==> config.mk <==
export PLATFORM = sky130hd
export DESIGN_NAME = note_rom_arbiter
export DESIGN_NICKNAME = d
export VERILOG_FILES = /design/src/rtl/apu_pkg.sv /design/src/rtl/rr_arbiter.sv /design/src/rtl/note_rom_arbiter.sv
export SDC_FILE = /design/constraint.sdc
export NUM_CORES = 1
export LEC_CHECK = 0
export ABC_AREA = 1
export CAP_MARGIN = 10
export CORE_MARGIN = 3
export CORE_UTILIZATION = 48
export DETAILED_ROUTE_END_ITERATION = 12
export MAX_ROUTING_LAYER = met4
export PLACE_DENSITY = 0.94
export SETUP_SLACK_MARGIN = 0.1
export SLEW_MARGIN = 25
export SYNTH_ARGS = -nofsm -noshare
export SYNTH_HDL_FRONTEND = slang
export SYNTH_SLANG_ARGS = --single-unit
export TNS_END_PERCENT = 5
==> constraint.sdc <==
create_clock -name i_clk -period 4.5 [get_ports i_clk]
set_input_delay 0.9 -clock i_clk [delete_from_list [all_inputs] [get_ports i_clk]]
set_output_delay 0.9 -clock i_clk [all_outputs]
set_load 0.01 [all_outputs]
==> src/rtl/apu_pkg.sv <==
// Shared APU constants: channel count, note-index and ROM word widths, and the
// derived ROM address width used by the sequencers, the ROM and its arbiter.
package apu_pkg;

    localparam int APU_NUM_CH    = 4;
    localparam int APU_CH_ADDR_W = 5;
    localparam int APU_DATA_W    = 16;

    // Keeps index vectors at least one bit wide when only one channel exists.
    function automatic int idx_width(input int n);
        return (n > 1) ? $clog2(n) : 1;
    endfunction

    localparam int APU_CH_IDX_W   = idx_width(APU_NUM_CH);
    localparam int APU_ROM_ADDR_W = APU_CH_IDX_W + APU_CH_ADDR_W;

endpackage

==> src/rtl/rr_arbiter.sv <==
// Combinational round-robin picker: first requester at or after the pointer wins.
// Holds no state; the pointer lives in the caller.
module rr_arbiter
    import apu_pkg::*;
#(
    parameter int NUM_CH = APU_NUM_CH,
    parameter int IDX_W  = idx_width(NUM_CH)
) (
    input  logic [NUM_CH-1:0] i_req,
    input  logic [IDX_W-1:0]  i_ptr,
    output logic [NUM_CH-1:0] o_win,
    output logic [IDX_W-1:0]  o_idx,
    output logic              o_any
);

    localparam logic [IDX_W:0]    NUM_CH_W = (IDX_W + 1)'(NUM_CH);
    localparam logic [NUM_CH-1:0] ONE_HOT0 = {{(NUM_CH - 1){1'b0}}, 1'b1};

    logic [IDX_W:0]   cand_w_s;
    logic [IDX_W-1:0] cand_s;
    logic             hit_s;

    // Walk channels from the pointer upward with wrap; o_any doubles as "already won".
    always_comb begin
        o_win    = '0;
        o_idx    = '0;
        o_any    = 1'b0;
        cand_w_s = '0;
        cand_s   = '0;
        hit_s    = 1'b0;
        for (int i = 0; i < NUM_CH; i++) begin
            cand_w_s = {1'b0, i_ptr} + (IDX_W + 1)'(i);
            cand_s   = (cand_w_s >= NUM_CH_W) ? IDX_W'(cand_w_s - NUM_CH_W)
                                              : cand_w_s[IDX_W-1:0];
            hit_s    = ~o_any & i_req[cand_s];
            o_win    = o_win | (hit_s ? (ONE_HOT0 << cand_s) : '0);
            o_idx    = hit_s ? cand_s : o_idx;
            o_any    = o_any | i_req[cand_s];
        end
    end

endmodule

==> src/rtl/note_rom_arbiter.sv <==
// Shares one synchronous note ROM between channel sequencers: round-robin grant,
// registered {channel, index} address, and a per-channel return strobe two cycles later.
module note_rom_arbiter
    import apu_pkg::*;
#(
    parameter int NUM_CH    = APU_NUM_CH,
    parameter int CH_ADDR_W = APU_CH_ADDR_W,
    parameter int DATA_W    = APU_DATA_W
) (
    input  logic                                    i_clk,
    input  logic                                    i_rst,
    input  logic [NUM_CH-1:0]                       i_req,
    input  logic [NUM_CH*CH_ADDR_W-1:0]             i_addr,
    output logic [NUM_CH-1:0]                       o_gnt,
    output logic [idx_width(NUM_CH)+CH_ADDR_W-1:0]  o_rom_addr,
    input  logic [DATA_W-1:0]                       i_rom_data,
    output logic [DATA_W-1:0]                       o_rdata,
    output logic [NUM_CH-1:0]                       o_rdata_valid
);

    localparam int               IDX_W      = idx_width(NUM_CH);
    localparam int               ROM_ADDR_W = IDX_W + CH_ADDR_W;
    localparam logic [IDX_W-1:0] LAST_IDX   = IDX_W'(NUM_CH - 1);

    logic [NUM_CH-1:0]     gnt_q,      gnt_d;
    logic [IDX_W-1:0]      ptr_q,      ptr_d;
    logic [ROM_ADDR_W-1:0] rom_addr_q, rom_addr_d;
    logic [NUM_CH-1:0]     valid_q,    valid_d;
    logic [DATA_W-1:0]     rdata_q,    rdata_d;

    logic [NUM_CH-1:0]     elig_s;
    logic [NUM_CH-1:0]     win_s;
    logic [IDX_W-1:0]      win_idx_s;
    logic                  win_any_s;

    // The channel shown o_gnt this cycle still has i_req up, so it must sit out.
    assign elig_s = i_req & ~gnt_q;

    rr_arbiter #(
        .NUM_CH (NUM_CH),
        .IDX_W  (IDX_W)
    ) u_rr (
        .i_req  (elig_s),
        .i_ptr  (ptr_q),
        .o_win  (win_s),
        .o_idx  (win_idx_s),
        .o_any  (win_any_s)
    );

    // Next-state: grant/address stage, return-strobe stage and held read data.
    always_comb begin
        gnt_d      = win_s;
        valid_d    = gnt_q;
        ptr_d      = ptr_q;
        rom_addr_d = rom_addr_q;
        rdata_d    = rdata_q;
        if (win_any_s) begin
            ptr_d      = (win_idx_s == LAST_IDX) ? '0 : win_idx_s + 1'b1;
            rom_addr_d = {win_idx_s, i_addr[win_idx_s*CH_ADDR_W +: CH_ADDR_W]};
        end else begin
            ptr_d      = ptr_q;
            rom_addr_d = rom_addr_q;
        end
        // ROM word arrives in the strobe cycle itself, so it is passed straight through.
        if (|valid_q) begin
            rdata_d = i_rom_data;
        end else begin
            rdata_d = rdata_q;
        end
    end

    // State registers; reset also kills any read still in the pipe.
    always_ff @(posedge i_clk) begin
        if (i_rst) begin
            gnt_q      <= '0;
            ptr_q      <= '0;
            rom_addr_q <= '0;
            valid_q    <= '0;
            rdata_q    <= '0;
        end else begin
            gnt_q      <= gnt_d;
            ptr_q      <= ptr_d;
            rom_addr_q <= rom_addr_d;
            valid_q    <= valid_d;
            rdata_q    <= rdata_d;
        end
    end

    assign o_gnt         = gnt_q;
    assign o_rom_addr    = rom_addr_q;
    assign o_rdata_valid = valid_q;
    assign o_rdata       = rdata_d;

endmodule

==> flow_summary_export.csv, run 1 <==
group,metric,value,unit
outcome,status,"finished, final reports clean",
floorplanning,die_width,70.4,um
synthesis,yosysWarningCount,0,
floorplanning,coreArea,3830,um2
layout,seq_area,661,um2
layout,multi_input_area,1040,um2
sta,period_needed,3.39,ns
layout,final_cell_mix,"71 x clkdlybuf4s50_1, 51 x inv_1, 43 x nand2_1",
place,place_area,2700,um2
grt,antenna_found_initial,0,
synthesis,synth_fp_nets,324,
job,drv_cap,0,
critical_path,cp-end-kind,"output pin",
clocking,cts_buffers,5,
sta,finalCritPeriodShare,75.3,%
sta,rsz0062_at_grt,"false",
layout,fin_util,73.5,%
floorplanning,die_y,70.4,um
grt,grt_usage,20.0,%
pwr,p_int,1230,uW
pwr,power.switching,1040,uW
sta,finalWorstSetupSlack,1.11,ns
synthesis,synth.distinct_cells,28,
pwr,pwr-share-seq,19.9,%
floorplanning,num_rows,22,
route,vias,1875,
synthesis,synth_top_area_share,33.2,%
pwr,p_sw_share,45.9,%
route,drc,0,
pwr,pwr-share-comb,67.6,%
sta,final_hold_viol_count,0,
route,wl_met2,2160,um
layout,syn2layout_area_growth,41.5,%
layout,drive_above_1_share,15.9,%
sta,clock_skew,0.00333,ns
layout,nets,393,
clocking,clk_latency,0.28,ns
clocking,cts-resized-gates,0,
hold_path,hold_class,"register to register",
route,wl_per_cell,11.7,um
synthesis,yosys-top-cells-area,"dfxtp_1 33%, inv_1 9.6%, nand2_1 8.1%",
floorplanning,io_pins,73,
route,postRouteAntennaNets,0,
clocking,cts.path.max_buffers,2,
synthesis,synth-seq-cells,33,
critical_path,critPathMaxFanout,32,
clocking,cts_tree,"yes",
place,preCtsSetupSlack,1.39,ns
grt,grt_max_degree,34,
sta,fmax,295,MHz
sta,setup_viol,0,
route,met3_length,403,um
grt,grt_overflow_total,0,
route,highest_layer,"met4",
clocking,htree_levels,2,
route,wl_met1,2010,um
synthesis,syn-cell-area,1990,um2
critical_path,cp-start-kind,"register",
route,drt_iter0_drc,142,
route,drt_wl_total,4620,um
clocking,numClockSinks,33,
clocking,cts_setup_buffers,0,
clocking,cts.clk_slew.worst_paths,0.06,ns
layout,mostFrequentLayoutCell,"clkdlybuf4s50_1",
synthesis,ys_seq_area_share,33.2,%
sta,slew_headroom,41.2,%
pwr,p_per_area,809,nW/um2
synthesis,synth_cells,277,
place,gp_congestion,0.815,
route,drt_pass1_iterations,4,
grt,grt_pass1_vias,1804,
place,port-buffer-count,72,
place,dp_hpwl,3630,um
sta,tightestPinTransition,0.882,ns
critical_path,path_class,"register to output pin",
layout,n_antenna_cell,0,
grt,grt_pass1_wl,7810,um
critical_path,arrival,2.49,ns
clocking,cts_hold_buf,0,
floorplanning,die-area,4950,um2
pwr,vdd_drop_max,0.368,mV
floorplanning,start_util,52.0,%
layout,post-route-cell-area,2810,um2
critical_path,cp.required,3.60,ns
pwr,leakagePower,0.00134,uW
layout,nFillCells,311,
synthesis,yosys.area.top_type,"dfxtp_1",
clocking,root_buffer,"clkbuf_8",
sta,drv_slew,0,
sta,setup_tns,0,ns
synthesis,syn_area_per_cell,7.18,um2
route,viasPerCell,4.75,
pwr,clock_power_share,12.5,%
[worst max-delay path, cell delays in order (launching register included)]
cell and delay (ns):
dfxtp_1 0.31, or4_1 0.94, o21ai_0 0.41, inv_1 0.07, clkdlybuf4s50_1 0.48
[per-stage QoR]
| step | hold slack, ns | power, uW | cells |
|---|---|---|---|
| 4_1_cts | 0.466 | 2290 | 395 |
| 2_1_floorplan | 0.461 | 1500 | 277 |
| 3_3_place_gp | 0.450 | 1950 | 387 |
| 5_1_grt | 0.496 | 2500 | 395 |
| 6_report | 0.464 | 2280 | 395 |
| 3_5_place_dp | 0.456 | 2000 | 387 |
[registers in the layout (all words and copies together), names as in the netlist]
signal	cells
o_gnt	4
ptr_q	2
o_rom_addr	7
o_rdata_valid	4
rdata_q	16
[cells by family (layout without fill, tap and decap cells)]
logic type      Yosys count  count (layout)  synth area share [%]
buf+inv                  66             136                  14.3
flops                    33              33                  33.2
compound gates           40              40                  10.7
fa+ha+maj                 5               5                  3.15
simple gates            133             133                  38.6
[routing by layer]
layer | up-vias | global-route usage (%)
met1 | 805 | 22.8
li1 | 991 | -
met5 | - | -
met4 | 0 | 6.38
met2 | 74 | 32.7
met3 | 5 | 6.91
[power by group through the flow]
| stage | sequential, uW | clock [uW] | combinational, uW |
|---|---|---|---|
| 6_report | 453 | 285 | 1540 |
| 5_1_grt | 464 | 303 | 1730 |
| 4_1_cts | 454 | 290 | 1550 |
| 3_5_place_dp | 459 | 0 | 1540 |
| 3_3_place_gp | 454 | 0 | 1500 |
| 2_1_floorplan | 456 | 0 | 1050 |
[synth_stat cells]
cell,count
a31oi_1,1
buf_12,1
dlygate4sd1_1,1
a21oi_1,14
buf_6,1
o22ai_1,1
a221oi_1,2
o21ai_1,6
nand2_4,5
ha_1,5
nand4_1,1
inv_1,51
nand2_1,43
clkbuf_1,7
nand3_2,11
inv_2,4
inv_8,1
nor2_2,6
a211oi_1,1
nand3_1,11
nand2_2,11
nand4_2,1
nand3_4,5
or4_1,1
nor2_1,35
o21ai_0,15
nor2_4,3
dfxtp_1,33
[final cells by class]
type                            instances  share of cell area, %
Clock buffer                            7                   3.07
Sequential cell                        33                   23.5
Clock inverter                          1                   1.07
Multi-Input combinational cell        178                   37.1
Tap cell                               48                   2.13
Timing Repair Buffer                   72                   25.4
Inverter                               56                   7.74
[path summary, 6_finish.rpt]
| check | startpoint | to | slack (ns) | cells past startpoint |
|---|---|---|---|---|
| hold reg to reg | o_rom_addr[5] | o_rom_addr[5] | 0.46 | 2 |
| setup reg to reg | ptr_q[0] | ptr_q[1] | 1.76 | 12 |
| setup / recovery | o_rdata_valid[1] | o_rdata[10] | 1.11 | 4 |
| hold / removal | o_rom_addr[5] | o_rom_addr[5] | 0.46 | 2 |
Power figures use the tool's default switching activity.
==> run 2: changes to the inputs <==
- CORE_UTILIZATION: 48 -> 45
- PLACE_DENSITY: 0.94 -> 0.9
- clock period: 4.5 -> 3.2 ns (I/O delays scaled with it)
==> run 2 against run 1 <==
Compared with the run above: die area rose by 6.1%; count of clock-buffer cells in the layout fell by 1; worst hold slack improved by 0.019 ns; first-iteration DRC count fell by 46%; setup slack got worse by 0.70 ns; cell area fell by 0.27%; largest cell class unchanged; sequential share of layout area rose by 0.063 points; via count fell by 0.59%.
==> flow_summary_export.csv, run 2 (synthesized netlist as in run 1, its figures left out) <==
group,metric,value,unit
outcome,status,"finished, final reports clean",
place,dp_hpwl,3530,um
sta,tightestPinTransition,0.682,ns
route,drt_iter0_drc,76,
sta,setup_viol,0,
floorplanning,io_pins,73,
route,postRouteAntennaNets,0,
route,wl_per_cell,11.0,um
route,drt_pass1_iterations,4,
sta,setup_tns,0,ns
layout,final_cell_mix,"72 x clkdlybuf4s50_1, 51 x inv_1, 43 x nand2_1",
floorplanning,coreArea,4140,um2
sta,whs,0.483,ns
layout,largest_reg_flops,16,
pwr,pwr-share-comb,70.7,%
pwr,power.switching,1440,uW
critical_path,critPathMaxFanout,32,
clocking,cts_tree,"yes",
floorplanning,die_y,72.5,um
sta,fmax,359,MHz
job,drv_cap,0,
critical_path,cp-end-kind,"output pin",
clocking,htree_levels,2,
layout,nets,395,
grt,grt_max_degree,33,
sta,drv_slew,0,
critical_path,worst-r2r-cell-count,13,
pwr,vdd_drop_max,0.476,mV
place,port-buffer-count,72,
layout,regMostFlops,"rdata_q",
route,viasPerCell,4.67,
floorplanning,start_util,48.0,%
grt,grt_usage,18.2,%
sta,rsz0062_at_grt,"false",
place,place_area,2720,um2
clocking,cts.path.max_buffers,2,
critical_path,path_class,"register to output pin",
route,drt_wl_total,4370,um
floorplanning,die_width,72.5,um
clocking,numClockSinks,33,
sta,slew_headroom,54.4,%
clocking,clk_latency,0.27,ns
route,drc,0,
pwr,total_power,3090,uW
route,vias,1864,
layout,post-route-cell-area,2810,um2
sta,finalCritPeriodShare,87.1,%
critical_path,cp.required,2.56,ns
layout,drive_above_1_share,16.3,%
clocking,cts_hold_buf,0,
layout,fin_cells,399,
sta,final_hold_viol_count,0,
layout,mostFrequentLayoutCell,"clkdlybuf4s50_1",
pwr,p_sw_share,46.8,%
layout,syn2layout_area_growth,41.2,%
pwr,clock_power_share,9.4,%
layout,nFillCells,364,
clocking,root_buffer,"clkbuf_8",
sta,clock_skew,0.00376,ns
place,gp_congestion,0.878,
pwr,p_int,1640,uW
layout,n_antenna_cell,0,
grt,antenna_found_initial,0,
grt,grt_pass1_vias,1733,
critical_path,cp-start-kind,"register",
place,dp_cells,391,
grt,grt_overflow_total,0,
grt,grt_pass1_wl,7370,um
floorplanning,die-area,5250,um2
clocking,cts.clk_slew.worst_paths,0.06,ns
floorplanning,num_rows,23,
pwr,pwr-share-seq,20.0,%
sta,period_needed,2.79,ns
clocking,cts_buffers,5,
hold_path,hold_class,"register to register",
pwr,leakagePower,0.00133,uW
pwr,p_per_area,1100,nW/um2
hold_path,hold_path_depth,2,
critical_path,arrival,2.15,ns
[run 2: area by class of cell]
type	instances	area, um2	area share (%)
clock buffer	6	72.6	2.59
clock inverter	2	10.0	0.357
inverter	56	218	7.76
multi-input combinational	178	1050	37.3
sequential	33	661	23.5
tap	50	62.6	2.23
timing repair buffer	74	736	26.2
[run 2: per-stage QoR]
step | util, % | setup WS, ns
after global placement | 65.6 | 0.436
after CTS | 67.7 | 0.381
final | 67.7 | 0.414
after floorplan | - | 1.08
after detailed placement | 65.6 | 0.343
after global routing | 67.7 | 0.256
[run 2: path summary, 6_finish.rpt]
kind                                  startpoint             to  slack [ns]
worst max-delay path            o_rdata_valid[1]    o_rdata[10]        0.41
worst min-delay path               o_rom_addr[6]  o_rom_addr[6]        0.48
worst max register to register          ptr_q[1]       ptr_q[1]        0.74
worst min register to register     o_rom_addr[6]  o_rom_addr[6]        0.48
[run 2: power by group through the flow]
stage	combinational (uW)	clock (uW)	sequential, uW
5_1_grt	2450	314	629
3_3_place_gp	2140	0	621
6_report	2180	289	616
4_1_cts	2200	296	617
3_5_place_dp	2180	0	624
2_1_floorplan	1470	0	642
[run 2: routing by layer]
metal	track usage, %	wire length, um
met1	22.5	2000
met2	28.8	1940
met3	4.85	400
met4	6.15	36
met5	-	0
[run 2: critical path, stage by stage (launching register included)]
cell and delay (ns):
dfxtp_1 0.32, or4_4 0.69, o21ai_0 0.30, inv_1 0.08
clkdlybuf4s50_1 0.48
[run 2: repair_timing]
item	CTS	global route
setup buffers	0	0
gates resized for setup	1	0
setup endpoints to repair	4	0
==> run 3: changes to the inputs <==
- CORE_MARGIN: 3 -> 5
==> run 3 against run 2 <==
Compared with the run above: worst hold slack lost 0.021 ns; register-to-register slack lost 0.02 ns; first-iteration DRC count up 16%; combinational power about the same; via count increased by 2.8%; sequential cell count stayed put; routed wire length rose by 5.5%; fmax is 0.25% higher; critical path depth is 1 higher; highest routed layer unchanged.
==> flow_summary_export.csv, run 3 (synthesized netlist as in run 1, its figures left out) <==
group,metric,value,unit
sta,drv_slew,0,
clocking,cts.clk_slew.worst_paths,0.07,ns
grt,grt_pass1_wl,7840,um
route,wl_per_cell,11.5,um
sta,finalCritPeriodShare,86.8,%
outcome,status,"finished, final reports clean",
pwr,p_per_area,1130,nW/um2
critical_path,path_class,"register to output pin",
sta,tightestPinTransition,0.606,ns
clocking,cts_buffers,5,
grt,grt_pass1_vias,1751,
hold_path,hold_class,"register to register",
place,port-buffer-count,72,
clocking,cts.path.max_buffers,2,
critical_path,cp.required,2.56,ns
route,drt_iter0_drc,88,
layout,syn2layout_area_growth,43.2,%
layout,drive_above_1_share,16.3,%
clocking,cts_tree,"yes",
layout,final_cell_mix,"72 x clkdlybuf4s50_1, 51 x inv_1, 43 x nand2_1",
route,drt_pass1_iterations,4,
sta,final_hold_viol_count,0,
floorplanning,die_y,76.5,um
sta,clock_skew,0.00830,ns
floorplanning,io_pins,73,
layout,largest_reg_flops,16,
clocking,htree_levels,2,
grt,grt_overflow_total,0,
critical_path,critPathMaxFanout,32,
place,dp_hpwl,3690,um
sta,setup_viol,0,
clocking,cts_hold_buf,0,
grt,grt_max_degree,33,
job,drv_cap,0,
route,drt_wl_total,4620,um
place,gp_congestion,0.842,
pwr,vdd_drop_max,0.468,mV
critical_path,arrival,2.14,ns
clocking,clk_latency,0.28,ns
sta,slew_headroom,59.5,%
clocking,root_buffer,"clkbuf_8",
pwr,leakagePower,0.00135,uW
route,viasPerCell,4.77,
floorplanning,num_rows,24,
floorplanning,die_width,76.5,um
layout,nFillCells,395,
layout,n_antenna_cell,0,
sta,fmax,360,MHz
floorplanning,die-area,5850,um2
floorplanning,start_util,46.0,%
grt,antenna_found_initial,0,
route,drc,0,
layout,regMostFlops,"rdata_q",
layout,nets,396,
clocking,numClockSinks,33,
sta,period_needed,2.78,ns
sta,rsz0062_at_grt,"false",
layout,mostFrequentLayoutCell,"clkdlybuf4s50_1",
critical_path,cp-end-kind,"output pin",
route,vias,1916,
sta,setup_tns,0,ns
hold_path,hold_path_depth,2,
clocking,cts-resized-gates,0,
route,postRouteAntennaNets,0,
sta,whs,0.463,ns
clocking,cts_setup_buffers,0,
critical_path,worst-r2r-cell-count,12,
grt,grt_usage,16.3,%
floorplanning,coreArea,4320,um2
critical_path,cp-start-kind,"register",
## run 3: cell count changes in the layout (fill, tap and decap cells not counted), sizes merged
| cell | change |
|---|---|
| clkbuf | +1 |
| buf | +1 |
| bufinv | +1 |
| clkinv | -2 |
## run 3: where the power goes
part | total (uW) | leakage, uW | switching (uW) | internal (uW)
clock network | 398 | 0.0000585 | 145 | 254
logic | 2200 | 0.00102 | 1250 | 944
registers | 615 | 0.000272 | 65.0 | 550
## run 3: critical path: stages (launching register included)
cell             delay (ns)
dfxtp_1                0.31
or4_1                  0.51
buf_4                  0.23
o21ai_0                0.25
inv_1                  0.06
clkdlybuf4s50_1        0.48
## run 3: worst paths after layout
kind	start	to	slack, ns
max reg2reg	ptr_q[1]	ptr_q[1]	0.72
max	o_rdata_valid[1]	o_rdata[3]	0.42
min reg2reg	o_rom_addr[5]	o_rom_addr[5]	0.46
min	o_rom_addr[5]	o_rom_addr[5]	0.46
## run 3: per-layer routing
metal / wire [um] / vias to the layer above / global-route usage, % / part of all wire [%]
met3: 378 / 9 / 4.96 / 8.2
met5: 0 / - / - / 0
met1: 2140 / 826 / 20.1 / 46
met4: 68 / 0 / 4.72 / 1.5
li1: - / 1006 / - / -
met2: 2030 / 75 / 25.8 / 44
## run 3: layout make-up
class / instances / area [um2] / area share (%)
multi-input cells: 178 / 1040 / 36.7
repair buffers: 75 / 743 / 26.1
flip-flops and latches: 33 / 661 / 23.2
inverters: 56 / 218 / 7.65
clock buffers: 7 / 86.3 / 3.03
well taps: 52 / 65.1 / 2.29
clock inverters: 1 / 30.0 / 1.05
## run 3: metrics by stage
step | setup WS [ns] | instance area [um2] | cells | power, uW | util [%]
CTS | 0.399 | 2850 | 402 | 3240 | 65.8
finish | 0.421 | 2850 | 402 | 3210 | 65.8
floorplan | 1.08 | 1990 | 277 | 2120 | -
detailed placement | 0.596 | 2730 | 394 | 2830 | 63.1
global placement | 0.651 | 2730 | 394 | 2770 | 63.1
global route | 0.278 | 2850 | 402 | 3500 | 65.8
